### src/rtl/ysyx_24100005_lsu.sv
// Multi-cycle load/store unit: one access in flight, word-addressed memory bus with
// byte strobes, sign/zero-extended load data returned on the register-file write port.
module ysyx_24100005_lsu #(
    parameter int XLEN = 32,
    parameter int RD_W = 5
) (
    input  logic            clk,
    input  logic            rst,
    input  logic            req_valid,
    output logic            req_ready,
    input  logic            req_store,
    input  logic [2:0]      req_funct3,
    input  logic [XLEN-1:0] req_addr,
    input  logic [XLEN-1:0] req_wdata,
    input  logic [RD_W-1:0] req_rd,
    output logic            mem_req_valid,
    input  logic            mem_req_ready,
    output logic [XLEN-1:0] mem_addr,
    output logic            mem_wen,
    output logic [XLEN-1:0] mem_wdata,
    output logic [3:0]      mem_wstrb,
    input  logic            mem_rsp_valid,
    input  logic [XLEN-1:0] mem_rdata,
    output logic            rf_wen,
    output logic [RD_W-1:0] rf_waddr,
    output logic [XLEN-1:0] rf_wdata,
    output logic            done,
    output logic            err
);

    typedef enum logic [2:0] {IDLE, REQ, WAIT, WB, ERR} state_t;

    state_t          state;
    logic            store_q;
    logic [2:0]      funct3_q;
    logic [XLEN-1:0] addr_q;
    logic [XLEN-1:0] wdata_q;
    logic [RD_W-1:0] rd_q;

    function automatic logic is_bad(input logic st, input logic [2:0] f3, input logic [1:0] a);
        logic illegal;
        logic misaligned;
        illegal    = st ? (f3 > 3'b010) : (f3 == 3'b011 || f3[2:1] == 2'b11);
        misaligned = (f3[1:0] == 2'b01 && a[0]) || (f3[1:0] == 2'b10 && a != 2'b00);
        return illegal || misaligned;
    endfunction

    function automatic logic [3:0] lane_strb(input logic st, input logic [1:0] sz, input logic [1:0] a);
        if (!st) return 4'b0000;
        case (sz)
            2'b00:   return 4'b0001 << a;
            2'b01:   return a[1] ? 4'b1100 : 4'b0011;
            default: return 4'b1111;
        endcase
    endfunction

    function automatic logic [XLEN-1:0] lane_data(input logic [1:0] sz, input logic [XLEN-1:0] wd);
        case (sz)
            2'b00:   return {4{wd[7:0]}};
            2'b01:   return {2{wd[15:0]}};
            default: return wd;
        endcase
    endfunction

    function automatic logic [XLEN-1:0] load_ext(input logic [2:0] f3, input logic [1:0] a,
                                                 input logic [XLEN-1:0] rd);
        logic [7:0]  b;
        logic [15:0] h;
        b = rd[{a, 3'b000} +: 8];
        h = rd[{a[1], 4'b0000} +: 16];
        case (f3)
            3'b000:  return {{(XLEN-8){b[7]}}, b};
            3'b001:  return {{(XLEN-16){h[15]}}, h};
            3'b100:  return {{(XLEN-8){1'b0}}, b};
            3'b101:  return {{(XLEN-16){1'b0}}, h};
            default: return rd;
        endcase
    endfunction

    // Bus fields come straight from the captured request, so they cannot move while REQ stalls.
    assign mem_addr  = {addr_q[XLEN-1:2], 2'b00};
    assign mem_wen   = store_q;
    assign mem_wdata = lane_data(funct3_q[1:0], wdata_q);
    assign mem_wstrb = lane_strb(store_q, funct3_q[1:0], addr_q[1:0]);

    // NOTE: all state and registered outputs use non-blocking assignments so every
    // branch sees the pre-edge values; mixing in blocking writes would create ordering bugs.
    always_ff @(posedge clk) begin
        if (rst) begin
            state         <= IDLE;
            req_ready     <= 1'b1;
            mem_req_valid <= 1'b0;
            rf_wen        <= 1'b0;
            rf_waddr      <= '0;
            rf_wdata      <= '0;
            done          <= 1'b0;
            err           <= 1'b0;
            store_q       <= 1'b0;
            funct3_q      <= '0;
            addr_q        <= '0;
            wdata_q       <= '0;
            rd_q          <= '0;
        end else begin
            done   <= 1'b0;
            err    <= 1'b0;
            rf_wen <= 1'b0;
            case (state)
                IDLE: begin
                    if (req_valid && req_ready) begin
                        store_q   <= req_store;
                        funct3_q  <= req_funct3;
                        addr_q    <= req_addr;
                        wdata_q   <= req_wdata;
                        rd_q      <= req_rd;
                        req_ready <= 1'b0;
                        if (is_bad(req_store, req_funct3, req_addr[1:0])) begin
                            state <= ERR;
                            done  <= 1'b1;
                            err   <= 1'b1;
                        end else begin
                            state         <= REQ;
                            mem_req_valid <= 1'b1;
                        end
                    end
                end
                REQ: begin
                    if (mem_req_ready) begin
                        mem_req_valid <= 1'b0;
                        state         <= WAIT;
                    end
                end
                WAIT: begin
                    if (mem_rsp_valid) begin
                        state <= WB;
                        done  <= 1'b1;
                        if (!store_q && rd_q != '0) begin
                            rf_wen   <= 1'b1;
                            rf_waddr <= rd_q;
                            rf_wdata <= load_ext(funct3_q, addr_q[1:0], mem_rdata);
                        end
                    end
                end
                default: begin
                    state     <= IDLE;
                    req_ready <= 1'b1;
                end
            endcase
        end
    end

endmodule
### config.mk
export PLATFORM = sky130hd
export DESIGN_NAME = ysyx_24100005_lsu
export DESIGN_NICKNAME = d
export VERILOG_FILES = /design/src/rtl/ysyx_24100005_lsu.sv
export SDC_FILE = /design/constraint.sdc
export NUM_CORES = 1
export LEC_CHECK = 0
export BUFFER_PORTS_ARGS = -buffer_cell sky130_fd_sc_hd__buf_2
export CAP_MARGIN = 20
export CORE_MARGIN = 2
export CORE_UTILIZATION = 30
export CTS_CLUSTER_DIAMETER = 50
export CTS_CLUSTER_SIZE = 12
export DETAILED_ROUTE_END_ITERATION = 10
export PLACE_DENSITY_LB_ADDON = 0.25
export SETUP_SLACK_MARGIN = 0.2
export SYNTH_ARGS = -nofsm -noshare
export SYNTH_HDL_FRONTEND = slang
export SYNTH_SLANG_ARGS = --single-unit
### constraint.sdc
create_clock -name clk -period 6.8 [get_ports clk]
set_clock_uncertainty 0.2 [all_clocks]
set_input_delay 0.34 -clock clk [delete_from_list [all_inputs] [get_ports clk]]
set_output_delay 0.34 -clock clk [all_outputs]
set_load 0.02 [all_outputs]
# Word-level counts from Yosys, hierarchy flattened
# Index checks and enable logic that the tools add are counted.
[totals] reg_bits=118 inputBits=110
[classes] n_lt_le_gt_ge=1 n_eq_ne=14 n_shift=3 n_mux=22 bitwise=4 n_reduce_logical=22
[op_table] op="$pmux 32 s4" n=1
[op_table] op="$pmux 32 s2" n=1
[op_table] op="$shiftx 32x6->16" n=1
[op_table] op="$shiftx 32x6->8" n=1
[op_table] op="$mux 3" n=4
[op_table] op="$mux 1" n=9
[op_table] op="$pmux 3 s3" n=1
[op_table] op="$mux 4" n=2
[op_table] op="$ne 2x2->1 const B" n=4
[op_table] op="$pmux 4 s2" n=1
[op_table] op="$eq 3x1->1 const B" n=2
[op_table] op="$eq 3x2->1 const B" n=2
[op_table] op="$eq 3x3->1 const B" n=2
[op_table] op="$logic_not 3->1" n=2
[op_table] op="$pmux 1 s2" n=3
[op_table] op="$reduce_and 3->1" n=2
[op_table] op="$reduce_bool 5->1" n=1
[op_table] op="$eq 2x1->1 const B" n=2
[op_table] op="$eq 2x2->1 const B" n=2
[op_table] op="$logic_and 1x1->1" n=4
[op_table] op="$not 1->1" n=4
[op_table] op="$reduce_and 2->1" n=2
[op_table] op="$reduce_and 4->1" n=1
[op_table] op="$reduce_bool 2->1" n=2
[op_table] op="other kinds (7)" n=10

# Depth between registers and ports, before layout
[logic_depth] depth_word=7 depth_mapped=6

# Worst setup path before layout
# No wires, ideal clock.
[synth_path] path_kind="reg2reg" startpoint="reg addr_q[1]" endpoint="reg rf_wdata[20]" setup_ns=0.122 t_arrival_ns=1.828 required_time_ns=6.478 slack_ns=4.650 stages_incl_launch_ff=7 synth_period_minus_slack_ns=2.150 path_cell_list="dfxtp_1 -> buf_2 -> mux4_2 -> and3b_1 -> a311oi_4 -> buf_6 -> a21oi_2"
[synth_between] elab_chain_cells=2 elab_cells_between_ends=3 classes_between="2 x shift; 1 x mux"
[synth_rtl] item="start: declaration" line="36" source="logic [XLEN-1:0] addr_q;"
[synth_rtl] item="start signal: assignment" line="112" source="addr_q <= req_addr;"
[synth_rtl] item="$shiftx 32x6->16 / $shiftx 32x6->8 (equally long branches)" line="70, 69"
[synth_rtl] item="$pmux 32 s4 *" line="71" source="case (f3)"
[synth_rtl] item="end signal: assignment" line="139" source="rf_wdata <= load_ext(funct3_q, addr_q[1:0], mem_rdata);"
[synth_rtl] item="end: declaration" line="26" source="output logic [XLEN-1:0] rf_wdata,"
# Mark *: on every way between the ends. The rest lies on a longest branch, timed or not.
# A chain may end at the register's enable or synchronous reset.

# Final worst setup path
[layout_path] startpoint="reg addr_q[1]" endpoint="reg rf_wdata[30]"
# Same word-level chain as after synthesis.

==> summary.md <==
| Metric | Value |
|---|---|
| Run status | `complete, no violations` |
| Clock-pin slew of the registers on the worst-case setup and hold paths | `60 ps` |
| Sequential cell area fraction in the yosys report | `43.8%` |
| Routability congestion estimate from global placement | `0.816` |
| Starting utilization of the core area | `30.3%` |
| Data arrival time of the critical path | `3130 ps` |
| Ys async rst share | `0%` |
| Critical path, cell by cell | `mux4_2 > and3b_1 > a311oi_4 > a21oi_1` |
| Global-route usage over all layers | `18.2%` |
| Placed cells | `1037` |
| Clk sinks | `118` |
| Number of instances in the synthesized netlist | `671` |
| Horizontal die dimension | `138 microns` |
| Count of pins on the block boundary | `221` |
| Total power after layout | `2.38 mW` |
| Core Area | `17800 sq um` |
| Fraction of synthesized cell area taken by the top area cell type | `43.8%` |
| Average routed wire per standard cell | `15.0 microns` |
| Util after Layout | `43.8%` |
| Max stage delay on crit path | `870 ps` |
| Iteration count of the initial detailed-routing pass | `4` |
| Worst-skew pair later-pin latency | `410 ps` |
| Number of synthesized register bits | `118` |
| Leakage | `3.37 nW` |
| Tightest slew margin relative to the limit | `32.8%` |
| Switching power share of the total | `33.2%` |
| Bufs on Longest Clock Path | `2` |
| Unrepaired setup endpoints after global routing | `no` |
| Routed vias | `5404` |
| Final Hold Vio Count | `0` |
| Total congestion overflow | `0` |
| Pint | `1.59 mW` |
| Max_cap viols | `0` |
| Die area | `19100 sq um` |
| Most used standard cell by instance count after synthesis | `nand2_1` |
| Largest voltage drop on the vdd net | `0.000192 V` |
| Worst setup path class | `reg2reg` |
| Wire length of the first global-routing pass | `28200 microns` |
| CTS root buf | `clkbuf_16` |
| Via-to-Cell Ratio | `4.69` |
| Number of rows in the core area | `49` |
| Post-Syn Area per Cell | `8.04 sq um` |
| Type of origin of the critical path | `register` |
| Top FF cell, synth | `dfxtp_1` |
| Placement-stage cell area | `6350 sq um` |
| Height of the die | `138 microns` |
| Combinational share of power | `26.3%` |
| Number of global-route vias before repair | `5431` |
| TritonCTS clock tree | `built` |
| Worst min-delay path category | `in2reg` |
| Switching power | `0.789 mW` |
| Setup tns final | `0 ps` |
| Detailed-route wire length | `17300 microns` |
| Highest fanout seen on the critical path | `18` |
| Sequential share of power | `35.2%` |
| Setup bufs post-CTS | `0` |
| Peak clock frequency supported by timing | `326 MHz` |
| Cell variety after synth | `42` |
| Cell type with the largest total area after synthesis | `dfxtp_1` |
| Final setup viols | `0` |
| Area growth syn-to-layout | `44.5%` |
| Number of enable-type register cells in the synthesized netlist | `0` |
| Share of post-route cells with drive strength above 1 | `31.7%` |
| Final worst path period share | `45.0%` |
| Number of fill cells | `1844` |
| Antenna fix cells | `0` |
| Fin crit period | `3060 ps` |
| Synth area leaders | `dfxtp_1 44%, nand2_1 14%, a21oi_1 8.7%, buf_4 5.6%, mux2i_1 4.3%` |
| Number of nets at the end of the flow | `1021` |
| Kind of end point of the critical path | `register` |
| Post-detailed-route count of antenna-violating nets | `0` |
| DRC violations left | `0` |
| PD cells | `305 nW/um^2` |
| Pin slew with the least headroom to its limit | `1010 ps` |
| DRT iter0 DRCs | `368` |
| WP data required | `6870 ps` |
| Cell Count, Final, Fillers Out | `1153` |
| Yosys Warn Count | `0` |
| Number of clock buffers inserted by TritonCTS | `17` |
| Fraction of power consumed by the clock network | `38.5%` |
| Final design instance area without fill | `7790 sq um` |
| Cell types with the highest counts after synthesis | `200 x nand2_1, 118 x dfxtp_1, 94 x a21oi_1` |
| Highest-delay cell along the critical path | `a311oi_4` |
| Final max-slew violation count | `0` |
| Number of antenna violations at the first check in global routing | `0` |
| H-tree Lvls | `4` |
| Maximum number of pins on one net before global-route repair | `76` |
| Netlist area before placement | `5390 sq um` |
| Estimated wirelength of the detail-placed design | `11200 microns` |
| Count of buffers from port buffering | `218` |
worst max-delay path: cells and delay by family, from the launching register on:
kind	cells	cell delay, ps
AOI/OAI and AO/OA	2	1020
and+or+nand+nor	1	230
DFF	1	850
muxes	1	610
kinds of logic (layout without fill, tap and decap cells):
kind of cell	after synthesis	in the layout	share of synthesized area [%]
multiplexers	42	42	8.45
AO/OA/AOI/OAI	169	169	18.9
other	1	2	0.0695
AND/OR/NAND/NOR	250	250	19.3
flip-flops	118	118	43.8
buffers and inverters	91	343	9.51
registers in the layout, summed over array words and instances (netlist names):
| name | count |
|---|---|
| done | 1 |
| rf_waddr | 5 |
| mem_wen | 1 |
| err | 1 |
| mem_req_valid | 1 |
| state | 3 |
| rf_wdata | 32 |
| rd_q | 5 |
| req_ready | 1 |
| addr_q | 32 |
| wdata_q | 32 |
| rf_wen | 1 |
| funct3_q | 3 |
cells in the final DEF (no fill, tap or decap), types with 2 or more instances in the layout:
master and n:
buf_2 217, clkbuf_8 4, mux2i_1 23, mux2_2 18
and2_1 14, inv_1 2, dfxtp_1 117, a211o_1 8
dlygate4sd3_1 84, nand2b_1 5, nand2_1 200, bufinv_16 2
o22ai_1 7, a31oi_1 2, buf_4 8, conb_1 2
and3b_1 2, a21boi_0 2, nor2b_1 2, nor3_1 5
o41ai_1 2, nand3_1 2, o2111ai_1 8, a21oi_1 94
clkbuf_16 17, clkinvlp_4 4, clkinv_2 3, nor3b_1 3
nor2_1 11, a21oi_2 10, o21ai_0 27
through the flow:
| stage | setup WS (ps) | hold slack (ps) |
|---|---|---|
| floorplan | 4650 | 228 |
| global route | 3610 | 10.2 |
| detailed placement | 3740 | 243 |
| global placement | 3770 | 240 |
| CTS | 3730 | 0.717 |
| finish | 3740 | 6.46 |
area by class of cell:
| type | count | area [sq um] | share of cell area [%] |
|---|---|---|---|
| multi-input cells | 463 | 2550 | 32.7 |
| flip-flops and latches | 118 | 2360 | 30.3 |
| repair buffers | 309 | 1990 | 25.5 |
| clock buffers | 21 | 480 | 6.16 |
| well taps | 229 | 287 | 3.68 |
| clock inverters | 11 | 123 | 1.57 |
| inverters | 2 | 7.51 | 0.0963 |
path summary, 6_finish.rpt:
check / endpoint / from / slack, ps / cells past startpoint
hold / removal: wdata_q[2] / req_wdata[2] / 6 / 3
hold reg to reg: addr_q[10] / addr_q[10] / 250 / 2
setup reg to reg: rf_wdata[30] / addr_q[1] / 3740 / 4
setup / recovery: rf_wdata[30] / addr_q[1] / 3740 / 4
per-layer routing:
layer / vias to the layer above / share of wire [%] / track usage, %
met2: 174 / 47 / 29.6
met4: 0 / 2.1 / 6.61
met3: 29 / 5.6 / 5.72
met5: - / 0 / 0
met1: 2484 / 46 / 22.7
li1: 2717 / - / -
power by group through the flow:
stage | registers [mW] | logic (mW) | clock network (mW)
detailed placement | 0.851 | 0.593 | 0
global route | 0.848 | 0.694 | 0.970
global placement | 0.850 | 0.589 | 0
CTS | 0.837 | 0.633 | 0.937
floorplan | 0.843 | 0.439 | 0
finish | 0.836 | 0.625 | 0.914
repair_timing:
action | in CTS | in global routing
resized for setup | 0 | 0
hold buffers | 84 | 0
hold endpoints to repair | 84 | 0
(Power assumes the default switching activity.)
